===== config.mk =====
export PLATFORM = sky130hd
export DESIGN_NAME = sa3x3_seq_ctrl
export DESIGN_NICKNAME = d
export VERILOG_FILES = /design/src/rtl/sa_ctrl_pkg.sv /design/src/rtl/sa_skew_mux.sv /design/src/rtl/sa3x3_seq_ctrl.sv
export SDC_FILE = /design/constraint.sdc
export NUM_CORES = 1
export LEC_CHECK = 0
export BUFFER_PORTS_ARGS = -buffer_cell sky130_fd_sc_hd__buf_2
export CORE_MARGIN = 2
export CORE_UTILIZATION = 49
export DETAILED_ROUTE_END_ITERATION = 8
export HOLD_SLACK_MARGIN = 0.02
export PLACE_DENSITY = 0.74
export SYNTH_ARGS = -nofsm -noshare
export SYNTH_HDL_FRONTEND = slang
export SYNTH_SLANG_ARGS = --single-unit

===== constraint.sdc =====
create_clock -name clk -period 1.86 [get_ports clk]
set_input_delay 0.372 -clock clk [delete_from_list [all_inputs] [get_ports clk]]
set_output_delay 0.372 -clock clk [all_outputs]
set_load 0.01 [all_outputs]

===== src/rtl/sa_ctrl_pkg.sv =====
// sa_ctrl_pkg: shared types and constants for the sa3x3 sequencer.
//   state_t    - controller state encoding
//   N          - array dimension (rows, columns, lanes)
//   FEED_BEATS - number of skewed feed beats per job (2*N-1)
//   elem_base  - bit offset of element [r][c] in a packed 3x3 matrix
package sa_ctrl_pkg;

    typedef enum logic [2:0] {
        IDLE,
        CLEAR,
        FEED,
        DRAIN,
        DONE
    } state_t;

    localparam int N          = 3;
    localparam int FEED_BEATS = 5;

    // Row-major packing: element [r][c] lives at dw*(N*r+c).
    function automatic int elem_base(input int dw, input int r, input int c);
        return dw * (N * r + c);
    endfunction

endpackage


===== src/rtl/sa_skew_mux.sv =====
// sa_skew_mux: picks the element one lane launches on beat k of the
// diagonally skewed feed. Lane LANE carries row LANE of a matrix and
// starts LANE beats late, so it emits element (k - LANE) while that index
// is 0..N-1 and zero otherwise.
// Ports:
//   k    - beat index (values past the last beat yield zero)
//   row  - the N packed elements of this lane's row, element c at DW*c
//   elem - selected element or zero
module sa_skew_mux
    import sa_ctrl_pkg::*;
#(
    parameter int DW   = 8,
    parameter int LANE = 0
) (
    input  logic [2:0]      k,
    input  logic [N*DW-1:0] row,
    output logic [DW-1:0]   elem
);

    localparam logic [2:0] LANE_K = 3'(LANE);

    logic [2:0] col;

    always_comb begin
        elem = '0;
        col  = k - LANE_K;
        // Before the lane's start beat the subtraction wraps, so gate on k.
        if (k >= LANE_K) begin
            case (col)
                3'd0:    elem = row[0 +: DW];
                3'd1:    elem = row[DW +: DW];
                3'd2:    elem = row[2*DW +: DW];
                default: elem = '0;
            endcase
        end
    end

endmodule


===== src/rtl/sa3x3_seq_ctrl.sv =====
// sa3x3_seq_ctrl: job sequencer for the 3x3 systolic MAC array.
// Accepts one data window and one weight kernel per job, clears the array,
// feeds both matrices as diagonally skewed lane streams, waits for the
// array pipeline to drain and captures the array output as the result.
// Ports:
//   clk, rst_n        - clock (rising edge), asynchronous active-low reset
//   start / ready     - job request handshake (ready only in IDLE)
//   a_mat, w_mat      - 3x3 data / weight, element [r][c] at DW*(3r+c)
//   sa_clear          - one-cycle clear pulse to the array
//   sa_din0..2        - skewed data lanes
//   sa_win0..2        - skewed weight lanes
//   sa_out            - array output
//   result            - captured result, held after the handshake
//   result_valid      - result handshake valid, result_ready - accept
//   busy              - high whenever not IDLE
// All outputs come straight from registers.
module sa3x3_seq_ctrl
    import sa_ctrl_pkg::*;
#(
    parameter int DW           = 8,
    parameter int DRAIN_CYCLES = 3
) (
    input  logic            clk,
    input  logic            rst_n,
    input  logic            start,
    output logic            ready,
    input  logic [9*DW-1:0] a_mat,
    input  logic [9*DW-1:0] w_mat,
    output logic            sa_clear,
    output logic [DW-1:0]   sa_din0,
    output logic [DW-1:0]   sa_din1,
    output logic [DW-1:0]   sa_din2,
    output logic [DW-1:0]   sa_win0,
    output logic [DW-1:0]   sa_win1,
    output logic [DW-1:0]   sa_win2,
    input  logic [DW-1:0]   sa_out,
    output logic [DW-1:0]   result,
    output logic            result_valid,
    input  logic            result_ready,
    output logic            busy
);

    localparam logic [2:0] LAST_BEAT = 3'(FEED_BEATS - 1);
    localparam logic [3:0] DRAIN_END = 4'(DRAIN_CYCLES);

    state_t            state_reg;
    logic [2:0]        k_reg;
    logic [3:0]        drain_reg;
    logic [9*DW-1:0]   a_reg;
    logic [9*DW-1:0]   w_reg;
    logic              ready_reg;
    logic              busy_reg;
    logic              sa_clear_reg;
    logic [DW-1:0]     result_reg;
    logic              result_valid_reg;
    logic [DW-1:0]     din_reg  [N];
    logic [DW-1:0]     win_reg  [N];
    logic [DW-1:0]     din_next [N];
    logic [DW-1:0]     win_next [N];
    logic [2:0]        sel_k;

    // Lanes are registered, so the mux looks one beat ahead: beat 0 is
    // selected while in CLEAR, beat k_reg+1 while beat k_reg is on the wire.
    assign sel_k = (state_reg == CLEAR) ? 3'd0 : k_reg + 3'd1;

    generate
        for (genvar gi = 0; gi < N; gi++) begin : g_lane
            sa_skew_mux #(.DW(DW), .LANE(gi)) u_din_mux (
                .k    (sel_k),
                .row  (a_reg[elem_base(DW, gi, 0) +: N*DW]),
                .elem (din_next[gi])
            );
            sa_skew_mux #(.DW(DW), .LANE(gi)) u_win_mux (
                .k    (sel_k),
                .row  (w_reg[elem_base(DW, gi, 0) +: N*DW]),
                .elem (win_next[gi])
            );
        end
    endgenerate

    always_ff @(posedge clk or negedge rst_n) begin
        if (!rst_n) begin
            state_reg        <= IDLE;
            k_reg            <= '0;
            drain_reg        <= '0;
            a_reg            <= '0;
            w_reg            <= '0;
            ready_reg        <= 1'b1;
            busy_reg         <= 1'b0;
            sa_clear_reg     <= 1'b0;
            result_reg       <= '0;
            result_valid_reg <= 1'b0;
            for (int r = 0; r < N; r++) begin
                din_reg[r] <= '0;
                win_reg[r] <= '0;
            end
        end else begin
            case (state_reg)
                IDLE: begin
                    if (start && ready_reg) begin
                        a_reg        <= a_mat;
                        w_reg        <= w_mat;
                        k_reg        <= '0;
                        ready_reg    <= 1'b0;
                        busy_reg     <= 1'b1;
                        sa_clear_reg <= 1'b1;
                        state_reg    <= CLEAR;
                        for (int r = 0; r < N; r++) begin
                            din_reg[r] <= '0;
                            win_reg[r] <= '0;
                        end
                    end
                end
                CLEAR: begin
                    sa_clear_reg <= 1'b0;
                    k_reg        <= '0;
                    state_reg    <= FEED;
                    for (int r = 0; r < N; r++) begin
                        din_reg[r] <= din_next[r];
                        win_reg[r] <= win_next[r];
                    end
                end
                FEED: begin
                    if (k_reg == LAST_BEAT) begin
                        drain_reg <= '0;
                        state_reg <= DRAIN;
                        for (int r = 0; r < N; r++) begin
                            din_reg[r] <= '0;
                            win_reg[r] <= '0;
                        end
                    end else begin
                        k_reg <= k_reg + 3'd1;
                        for (int r = 0; r < N; r++) begin
                            din_reg[r] <= din_next[r];
                            win_reg[r] <= win_next[r];
                        end
                    end
                end
                DRAIN: begin
                    // The first zero cycle lets the last beat enter the
                    // array; the following DRAIN_CYCLES cover its pipeline.
                    if (drain_reg == DRAIN_END) begin
                        result_reg       <= sa_out;
                        result_valid_reg <= 1'b1;
                        state_reg        <= DONE;
                    end else begin
                        drain_reg <= drain_reg + 4'd1;
                    end
                end
                DONE: begin
                    if (result_ready) begin
                        result_valid_reg <= 1'b0;
                        ready_reg        <= 1'b1;
                        busy_reg         <= 1'b0;
                        state_reg        <= IDLE;
                    end
                end
                default: begin
                    state_reg <= IDLE;
                    ready_reg <= 1'b1;
                    busy_reg  <= 1'b0;
                end
            endcase
        end
    end

    assign ready        = ready_reg;
    assign busy         = busy_reg;
    assign sa_clear     = sa_clear_reg;
    assign result       = result_reg;
    assign result_valid = result_valid_reg;
    assign sa_din0      = din_reg[0];
    assign sa_din1      = din_reg[1];
    assign sa_din2      = din_reg[2];
    assign sa_win0      = win_reg[0];
    assign sa_win1      = win_reg[1];
    assign sa_win2      = win_reg[2];

endmodule

==> results.ini, run 1 <==
[outcome]
status=complete, no violations

[placed_design]
portBuffers=215
dp.final_hpwl_um=15430
dp.cells=1223
place_area_mm2=0.01136
gp_congestion=0.8329
place_ws_ps=-5.555

[logic_synthesis]
async_flop_share=1.000
syn_inst=753
ys_types=47
synth_ff_type=dfrtp_1
syn_area_mm2=0.009628
synth_seq_cells=214
yosysSeqAreaShare=0.5563
synth-edff-count=0
synth_warnings=0
synth_area_per_cell_um2=12.79
synth_nets=912

[power]
p_leak_nw=5.833
peakVddDrop_uv=981.4
power_mw=24.11
power.density_mw_per_mm2=1928

[layout]
mostFrequentLayoutCells=buf_2 (214), dfrtp_1 (211), mux2_2 (169), nand2_1 (42), nand3_1 (35)
drive_gt1_frac=0.5178
areaGrowthSynthToFinish_pct=29.82
instances_no_fill=1277
fin_nets=1154
num_antenna_cells=0
design_area_mm2=0.01250
mostFrequentLayoutCell=buf_2

[clock_network]
clock-sinks=214
cts_tree=built
clock_path_buffers=3
clk_pin_slew_ps=60
insertion_delay_ps=510
cts_root_buf=clkbuf_16
cts_made_buffers=24
htree_levels=1

[routing]
routed_via_density=5.558
vias=7098
ant_nets=0
wire_per_inst_um=18.35
wl_um=23440
drt-pass1-iter-count=4
drt_iter0_drc=333
drc=0

[grt]
grt_pass1_vias=7211
grt_max_degree=50
grt_pass1_wl_um=36800
track_usage=0.2244
antenna_found_initial=0
grt_overflow=0

[critical_path]
arrival_ps=2220
end_kind=flip-flop
worstSetupPathType=flip-flop to flip-flop
reg2reg_slack_ps=70
r2r_end=sa_din2[7]
path_cells=inv_2 > ha_4 > buf_4 > bufbuf_16 > nand3b_1 > a21o_1 > a21oi_1
cp_slowest_stage_delay_ps=440
endpoint=sa_din2[7]
cp_slowest_cell=dfrtp_2
cp-start-kind=flip-flop
cp_data_required_time_ps=2290
startpoint=k_reg[0]
r2r-start=k_reg[0]
path_max_fanout=20
worst_r2r_path_depth=7

[floorplanning]
num_rows=51
die_area_mm2=0.02079
die_h_um=144.2
initial_core_util=0.4963
core_mm2=0.01940
io_pins=216
die_x_um=144.2

[timing]
final-max-slew-violation-count=0
fin_crit_sh=0.9640
fin_hold_ws_ps=92.27
relSlewSlack=0.6817
timing.final.ws_setup_ps=67.04
hold_viol=0
grt_setup_unrepaired=yes
fin_skew_ps=11.73
fmax_mhz=557.7
setup_viol=0
layout_min_cycle_time_ps=1793
worst_slew_pin_slew_ps=477.5

[run]
max_cap_violations=0

[worst_hold_path]
hold_path.class=input port to flip-flop
hp-start=a_mat[37]

metal layers:
metal,global-route usage,share of wire,vias up
met3,0.05166,0.069,45
met1,0.2978,0.43,3560
met5,0,0,-
li1,-,-,3261
met2,0.3724,0.48,232
met4,0.06387,0.022,0
power breakdown:
part	leakage [nW]	internal (mW)	switching, mW	total (mW)
Combinational	2.73	5.83	5.14	11.0
Sequential	2.69	6.80	1.35	8.15
Clock	0.416	3.14	1.83	4.98
Total	5.83	15.8	8.33	24.1
cells by family after synthesis:
family / after synthesis / synth area share
XOR/XNOR: 3 / 0.003510
AND/OR/NAND/NOR: 123 / 0.07096
adder cells (fa/ha/maj): 3 / 0.003899
AO/OA/AOI/OAI: 165 / 0.1177
flip-flops: 214 / 0.5563
buffers and inverters: 59 / 0.03184
multiplexers: 186 / 0.2157
stage by stage:
step	utilization	TNS [ps]
global route	0.6444	-406.5
CTS	0.6365	0
detailed placement	0.5855	-12.27
finish	0.6444	0
global placement	0.5855	0
floorplan	-	0
synth_stat cells (3+ instances only):
master | count | area (um^2)
dfrtp_1 | 213 | 5330
mux2_2 | 169 | 1903
nand2_1 | 42 | 157.7
a21oi_1 | 38 | 190.2
nand3_1 | 36 | 180.2
a22oi_1 | 33 | 247.7
buf_2 | 29 | 145.1
a22o_1 | 18 | 157.7
o21ai_0 | 18 | 90.09
a31oi_1 | 17 | 106.4
a21o_1 | 16 | 120.1
a2bb2oi_1 | 16 | 140.1
mux2i_1 | 16 | 160.2
nand3b_1 | 16 | 120.1
clkbuf_1 | 12 | 45.04
buf_4 | 9 | 67.56
inv_1 | 5 | 18.77
nor2_1 | 5 | 18.77
nor3_1 | 4 | 20.02
ha_1 | 3 | 37.54
nand2b_1 | 3 | 18.77
cell type report:
cell class                      count  area, um^2
Clock buffer                       38       744.5
Clock inverter                      5       100.1
Fill cell                        1532        6899
Inverter                            5       18.77
Multi-Input combinational cell    480        4161
Sequential cell                   214        5359
Tap cell                          265       331.6
Timing Repair Buffer              270        1784
timing repair:
item | in CTS | in global routing
endpoints found under the setup margin | 8 | 100
gates cloned | 2 | 0
hold buffers | 1 | 0
pin swaps | 2 | 8
hold endpoints to repair | 43 | 0
buffers inserted | 5 | 3
gates resized for setup | 10 | 30
critical path, delay by kind of cell, from the launching register on:
family | cells | cell delay [ps]
adders and majority gates | 1 | 250
DFF | 1 | 440
and+or+nand+nor | 1 | 160
AOI/OAI and AO/OA | 2 | 320
buffers and inverters | 3 | 530
worst min-delay path by stage:
stage          depth (start not counted)   endpoint  slack [ps]
2_1_floorplan                          0   a_reg[0]          80
3_3_place_gp                           1  w_reg[45]         380
3_5_place_dp                           1  w_reg[45]         380
4_1_cts                                2  w_reg[56]          70
5_1_grt                                2  w_reg[56]          70
6_report                               2  a_reg[37]          90
Note: power is estimated with default switching activity, not from simulation.
==> run 2, diff against run 1 <==
==> constraint.sdc (replaced) <==
create_clock -name clk -period 1.86 [get_ports clk]
set_input_delay 0.186 -clock clk [delete_from_list [all_inputs] [get_ports clk]]
set_output_delay 0.186 -clock clk [all_outputs]
set_load 0.01 [all_outputs]
==> run 2 against run 1 <==
Against the previous run:
- first-iteration DRC count rose by 7.2%
- sequential share of layout area fell by 4.3 points
- maximum frequency rose by 0.64%
- power rose by 0.33%
- clock-buffer cell count fell by 5
- register-to-register slack barely moved
==> results.ini, run 2 (synthesized netlist as in run 1, its figures left out) <==
[outcome]
status=complete, no violations  ; unchanged

[run]
max_cap_violations=0  ; unchanged

[grt]
grt_overflow=0  ; unchanged
grt_max_degree=65  ; was 50
track_usage=0.2615  ; was 0.2244
grt_pass1_wl_um=42610  ; was 36800 um
antenna_found_initial=2  ; was 0
grt_pass1_vias=8402  ; was 7211

[critical_path]
r2r_end=sa_din0[4]  ; was sa_din2[7]
worst_r2r_path_depth=6  ; was 7
r2r-start=k_reg[0]  ; unchanged
path_max_fanout=13  ; was 20
worstSetupPathType=flip-flop to flip-flop  ; unchanged
cp_data_required_time_ps=2260  ; was 2290 ps
startpoint=k_reg[0]  ; unchanged
endpoint=sa_din0[4]  ; was sa_din2[7]
arrival_ps=2180  ; was 2220 ps
reg2reg_slack_ps=80  ; was 70 ps
cp-start-kind=flip-flop  ; unchanged
end_kind=flip-flop  ; unchanged

[clock_network]
insertion_delay_ps=530  ; was 510 ps
clock_path_buffers=3  ; unchanged
cts_root_buf=clkbuf_16  ; unchanged
cts_tree=built  ; unchanged
clk_pin_slew_ps=60  ; about the same
cts_made_buffers=25  ; was 24
clock-sinks=214  ; unchanged
htree_levels=1  ; unchanged

[floorplanning]
initial_core_util=0.4963  ; unchanged
num_rows=51  ; unchanged
die_x_um=144.2  ; unchanged
die_h_um=144.2  ; unchanged
io_pins=216  ; unchanged
core_mm2=0.01940  ; unchanged
die_area_mm2=0.02079  ; unchanged

[layout]
mostFrequentLayoutCell=buf_2  ; unchanged
fin_nets=1302  ; was 1154
drive_gt1_frac=0.4298  ; was 0.5178
areaGrowthSynthToFinish_pct=44.38  ; was 29.82%
instances_no_fill=1428  ; was 1277
mostFrequentLayoutCells=buf_2 (214), dfrtp_1 (213), mux2_2 (169), dlygate4sd3_1 (154), nand2_1 (42)  ; was buf_2 (214), dfrtp_1 (211), mux2_2 (169), nand2_1 (42), nand3_1 (35)
post-route-util=0.7166  ; was 0.6444
fill_cells=1294  ; was 1532
design_area_mm2=0.01390  ; was 0.01250 mm^2

[worst_hold_path]
hold_path.class=input port to flip-flop  ; unchanged

[timing]
hold_viol=0  ; unchanged
fin_crit_sh=0.9579  ; was 0.9640
setup_tns_ps=0  ; unchanged
fin_skew_ps=26.82  ; was 11.73 ps
grt_setup_unrepaired=no  ; was yes
worst_slew_pin_slew_ps=387.0  ; was 477.5 ps
fin_hold_ws_ps=81.01  ; was 92.27 ps
layout_min_cycle_time_ps=1782  ; was 1793 ps
relSlewSlack=0.7411  ; was 0.6817
final-max-slew-violation-count=0  ; unchanged
fmax_mhz=561.3  ; was 557.7 MHz
setup_viol=0  ; unchanged
timing.final.ws_setup_ps=78.38  ; was 67.04 ps

[placed_design]
dp.cells=1221  ; was 1223
gp_congestion=0.8041  ; was 0.8329
place_area_mm2=0.01133  ; was 0.01136 mm^2
place_ws_ps=38.34  ; was -5.555 ps
dp.final_hpwl_um=15370  ; was 15430 um
portBuffers=215  ; unchanged

[routing]
ant_nets=0  ; unchanged
drt-pass1-iter-count=5  ; was 4
drc=0  ; unchanged
wl_um=27250  ; was 23440 um
wire_per_inst_um=19.08  ; was 18.35 um
routed_via_density=5.485  ; was 5.558
vias=7833  ; was 7098
drt_iter0_drc=357  ; was 333

[power]
peakVddDrop_uv=1235  ; was 981.4 uV
p_leak_nw=6.443  ; was 5.833 nW
power.density_mw_per_mm2=1740  ; was 1928 mW/mm^2
power_mw=24.18  ; was 24.11 mW

[run 2: changes by cell type in the layout (fill, tap and decap cells not counted), moves of 3 or more]
cell           delta
a2bb2oi_2        -12
a2bb2oi_1        +12
buf_4             -6
clkbuf_8          -3
dlygate4sd3_1   +153
a21oi_1          +11
clkinv_2          +4
a21oi_2          -11
[run 2: metal layers]
metal	vias to the layer above	wire length, um	track usage	part of all wire
met5	-	0	0	0
met1	3886	10400	0.3127	0.38
met4	0	1127	0.1150	0.041
li1	3557	-	-	-
met2	305	14180	0.4617	0.52
met3	85	1532	0.04934	0.056
[run 2: how the worst min path moves through the flow]
| stage | startpoint | end | slack, ps | cells after the start |
|---|---|---|---|---|
| 2_1_floorplan | rst_n | a_reg[0] | -110 | 0 |
| 3_3_place_gp | rst_n | w_reg[30] | 100 | 1 |
| 3_5_place_dp | rst_n | w_reg[30] | 100 | 1 |
| 4_1_cts | start | ready | 60 | 4 |
| 5_1_grt | start | ready | 80 | 4 |
| 6_report | start | ready | 80 | 4 |
[run 2: timing repair]
| action | 4_1_cts | 5_1_grt |
|---|---|---|
| resized for setup | 1 | 12 |
| endpoints found under the hold margin | 368 | 0 |
| setup endpoints to repair | 1 | 35 |
| hold buffers | 154 | 0 |
| pin swaps | 0 | 3 |
| cloned | 0 | 1 |
| setup buffers | 0 | 5 |
[run 2: power by group]
group	internal, mW	switching (mW)
Combinational	5.68	5.09
Clock	3.31	1.91
Sequential	6.80	1.39
Total	15.8	8.40
[run 2: cell type report]
cell class / count / area (um^2) / area share
sequential: 214 / 5356 / 0.3853
multi-input combinational: 480 / 4055 / 0.2917
timing repair buffer: 417 / 3249 / 0.2338
clock buffer: 33 / 695.7 / 0.05005
tap: 265 / 331.6 / 0.02385
clock inverter: 12 / 188.9 / 0.01359
inverter: 5 / 18.77 / 0.001350
antenna: 2 / 5.005 / 0.0003600
[run 2: worst max-delay path: stages, from the launching register on]
cell     delay, ps
dfrtp_1        390
inv_2           80
ha_4           370
buf_12         170
mux2_2         370
a22oi_2        170
a31oi_1        100
==> run 3, diff against run 2 <==
CTS_BUF_LIST = sky130_fd_sc_hd__clkbuf_16   (was default)
==> run 3 against run 2 <==
Against the previous run:
- first-iteration DRC count up 7.0%
- via count is essentially flat
- hold slack improved by 14 ps
- clock skew decreased by 1.3 ps
- sequential power about the same
- largest cell class unchanged
==> results.ini, run 3 (synthesized netlist as in run 1, its figures left out) <==
[routing]
drt_iter0_drc=382  ; was 357
wire_per_inst_um=19.05  ; was 19.08 um
drc=0  ; unchanged
ant_nets=0  ; unchanged
routed_via_density=5.479  ; was 5.485
vias=7829  ; was 7833
drt-pass1-iter-count=5  ; unchanged
wl_um=27230  ; was 27250 um

[grt]
track_usage=0.2612  ; was 0.2615
use_met3=0.05000  ; was 0.04934
globalRoute.busiestLayer=met2  ; unchanged
grt_max_degree=65  ; unchanged
grt_use_met1=0.3147  ; was 0.3127
antenna_found_initial=2  ; unchanged
grt_overflow=0  ; unchanged
grt_pass1_vias=8359  ; was 8402
grt_pass1_wl_um=42540  ; was 42610 um
grt.met2_usage=0.4566  ; was 0.4617

[critical_path]
cp_num_buf_inv=3  ; was 2
cp_common_cell=buf_12
arrival_ps=2190  ; was 2180 ps
cp_data_required_time_ps=2270  ; was 2260 ps
critical_path.top_delay_family=flip-flops  ; unchanged
path_max_fanout=13  ; unchanged
cp_slowest_stage_delay_ps=390  ; about the same
cp-start-kind=flip-flop  ; unchanged
end_kind=flip-flop  ; unchanged
path_cells=inv_2 > ha_4 > buf_12 > buf_12 > mux2i_2 > o21ai_0 > a22o_1  ; was inv_2 > ha_4 > buf_12 > mux2_2 > a22oi_2 > a31oi_1
worstSetupPathType=flip-flop to flip-flop  ; unchanged
cp_slowest_cell=dfrtp_1  ; unchanged

[placed_design]
gp_congestion=0.8041  ; unchanged
portBuffers=215  ; unchanged
place_area_mm2=0.01133  ; unchanged
place_ws_ps=38.34  ; unchanged
dp.cells=1221  ; unchanged
dp.final_hpwl_um=15370  ; unchanged

[layout]
drive_gt1_frac=0.4264  ; was 0.4298
instances_no_fill=1429  ; was 1428
multi_input_area_mm2=0.004055  ; unchanged
fill_cells=1295  ; was 1294
fin_nets=1302  ; unchanged
areaGrowthSynthToFinish_pct=43.99  ; was 44.38%
design_area_mm2=0.01386  ; was 0.01390 mm^2
seq_area_mm2=0.005356  ; unchanged
mostFrequentLayoutCell=buf_2  ; unchanged
mostFrequentLayoutCells=buf_2 (214), dfrtp_1 (213), mux2_2 (169), dlygate4sd3_1 (154), nand2_1 (42)  ; unchanged

[clock_network]
clock_path_buffers=3  ; unchanged
cts_root_buf=clkbuf_16  ; unchanged
cts_tree=built  ; unchanged
clock-sinks=214  ; unchanged
clk_pin_slew_ps=60  ; about the same
cts_made_buffers=25  ; unchanged
insertion_delay_ps=520  ; was 530 ps
htree_levels=1  ; unchanged

[floorplanning]
core_mm2=0.01940  ; unchanged
die_x_um=144.2  ; unchanged
num_rows=51  ; unchanged
die_h_um=144.2  ; unchanged
io_pins=216  ; unchanged
die_area_mm2=0.02079  ; unchanged
initial_core_util=0.4963  ; unchanged

[power]
switching_share=0.3502  ; was 0.3472
p_seq_frac=0.341  ; was 0.338
p_leak_nw=6.437  ; was 6.443 nW
netSwitchingPower_mw=8.408  ; was 8.398 mW
power.density_mw_per_mm2=1732  ; was 1740 mW/mm^2
peakVddDrop_uv=1238  ; was 1235 uV
power_frac_comb=0.449  ; was 0.445
power_mw=24.01  ; was 24.18 mW
clkPwrFrac=0.210  ; was 0.216
intPower_mw=15.60  ; was 15.79 mW

[timing]
fin_skew_ps=25.51  ; was 26.82 ps
timing.final.ws_setup_ps=78.26  ; was 78.38 ps
fin_crit_sh=0.9579  ; about the same
setup_viol=0  ; unchanged
relSlewSlack=0.7396  ; was 0.7411
worst_slew_pin_slew_ps=389.2  ; was 387.0 ps
fmax_mhz=561.3  ; about the same
setup_tns_ps=0  ; unchanged
hold_viol=0  ; unchanged
final-max-slew-violation-count=0  ; unchanged
layout_min_cycle_time_ps=1782  ; about the same

[worst_hold_path]
hold_path.class=input port to flip-flop  ; unchanged

[run]
max_cap_violations=0  ; unchanged

[outcome]
status=complete, no violations  ; unchanged

run 3: changes by cell type in the layout (fill, tap and decap cells not counted):
cell	before	now
clkbuf_8	5	1
inv_1	4	8
diode_2	2	3
clkinv_1	0	4
clkbuf_1	4	0
run 3: worst min-delay path, cell delays in order:
cell,delay (ps)
buf_2,140
nand2_1,60
a21oi_1,150
a21oi_1,50
run 3: metrics by stage:
step | utilization | hold WS, ps
5_1_grt | 0.7145 | 77.40
3_3_place_gp | 0.5840 | 102.6
4_1_cts | 0.7075 | 57.53
6_report | 0.7147 | 94.60
2_1_floorplan | - | -109.6
3_5_place_dp | 0.5840 | 97.84
run 3: layout make-up:
cell class	count	share of cell area
diodes	3	0.0005415
flip-flops and latches	214	0.3864
well taps	265	0.02392
clock buffers	25	0.04513
multi-input cells	480	0.2925
inverters	5	0.001354
clock inverters	20	0.01579
repair buffers	417	0.2344
run 3: repair_timing:
action,in CTS,in global routing
setup endpoints to repair,1,34
gates resized for setup,1,12
buffers inserted,0,5
cloned,0,1
pin swaps,0,3
endpoints found under the hold margin,368,0
hold buffers,154,0
run 3: power groups by stage:
stage	Clock (mW)	Sequential, mW	Combinational, mW
5_1_grt	5.32	8.43	11.7
3_5_place_dp	0	8.16	9.79
2_1_floorplan	0	7.97	6.59
3_3_place_gp	0	8.09	9.55
6_report	5.03	8.19	10.8
4_1_cts	5.13	8.11	10.2
run 3: worst paths after layout:
path / endpoint / slack, ps / cells past startpoint / start
worst max-delay path: sa_win1[5] / 80 / 7 / k_reg[0]
worst min-delay path: ready / 90 / 4 / start
worst max register to register: sa_win1[5] / 80 / 7 / k_reg[0]
worst min register to register: sa_clear / 480 / 2 / sa_clear
max in group asynchronous: ready / 1060 / 3 / rst_n
min in group asynchronous: w_reg[43] / 120 / 2 / rst_n
run 3: routing by layer:
metal	wire length (um)	share of wire
met1	10520	0.39
met2	13960	0.51
met3	1543	0.057
met4	1200	0.044
met5	0	0
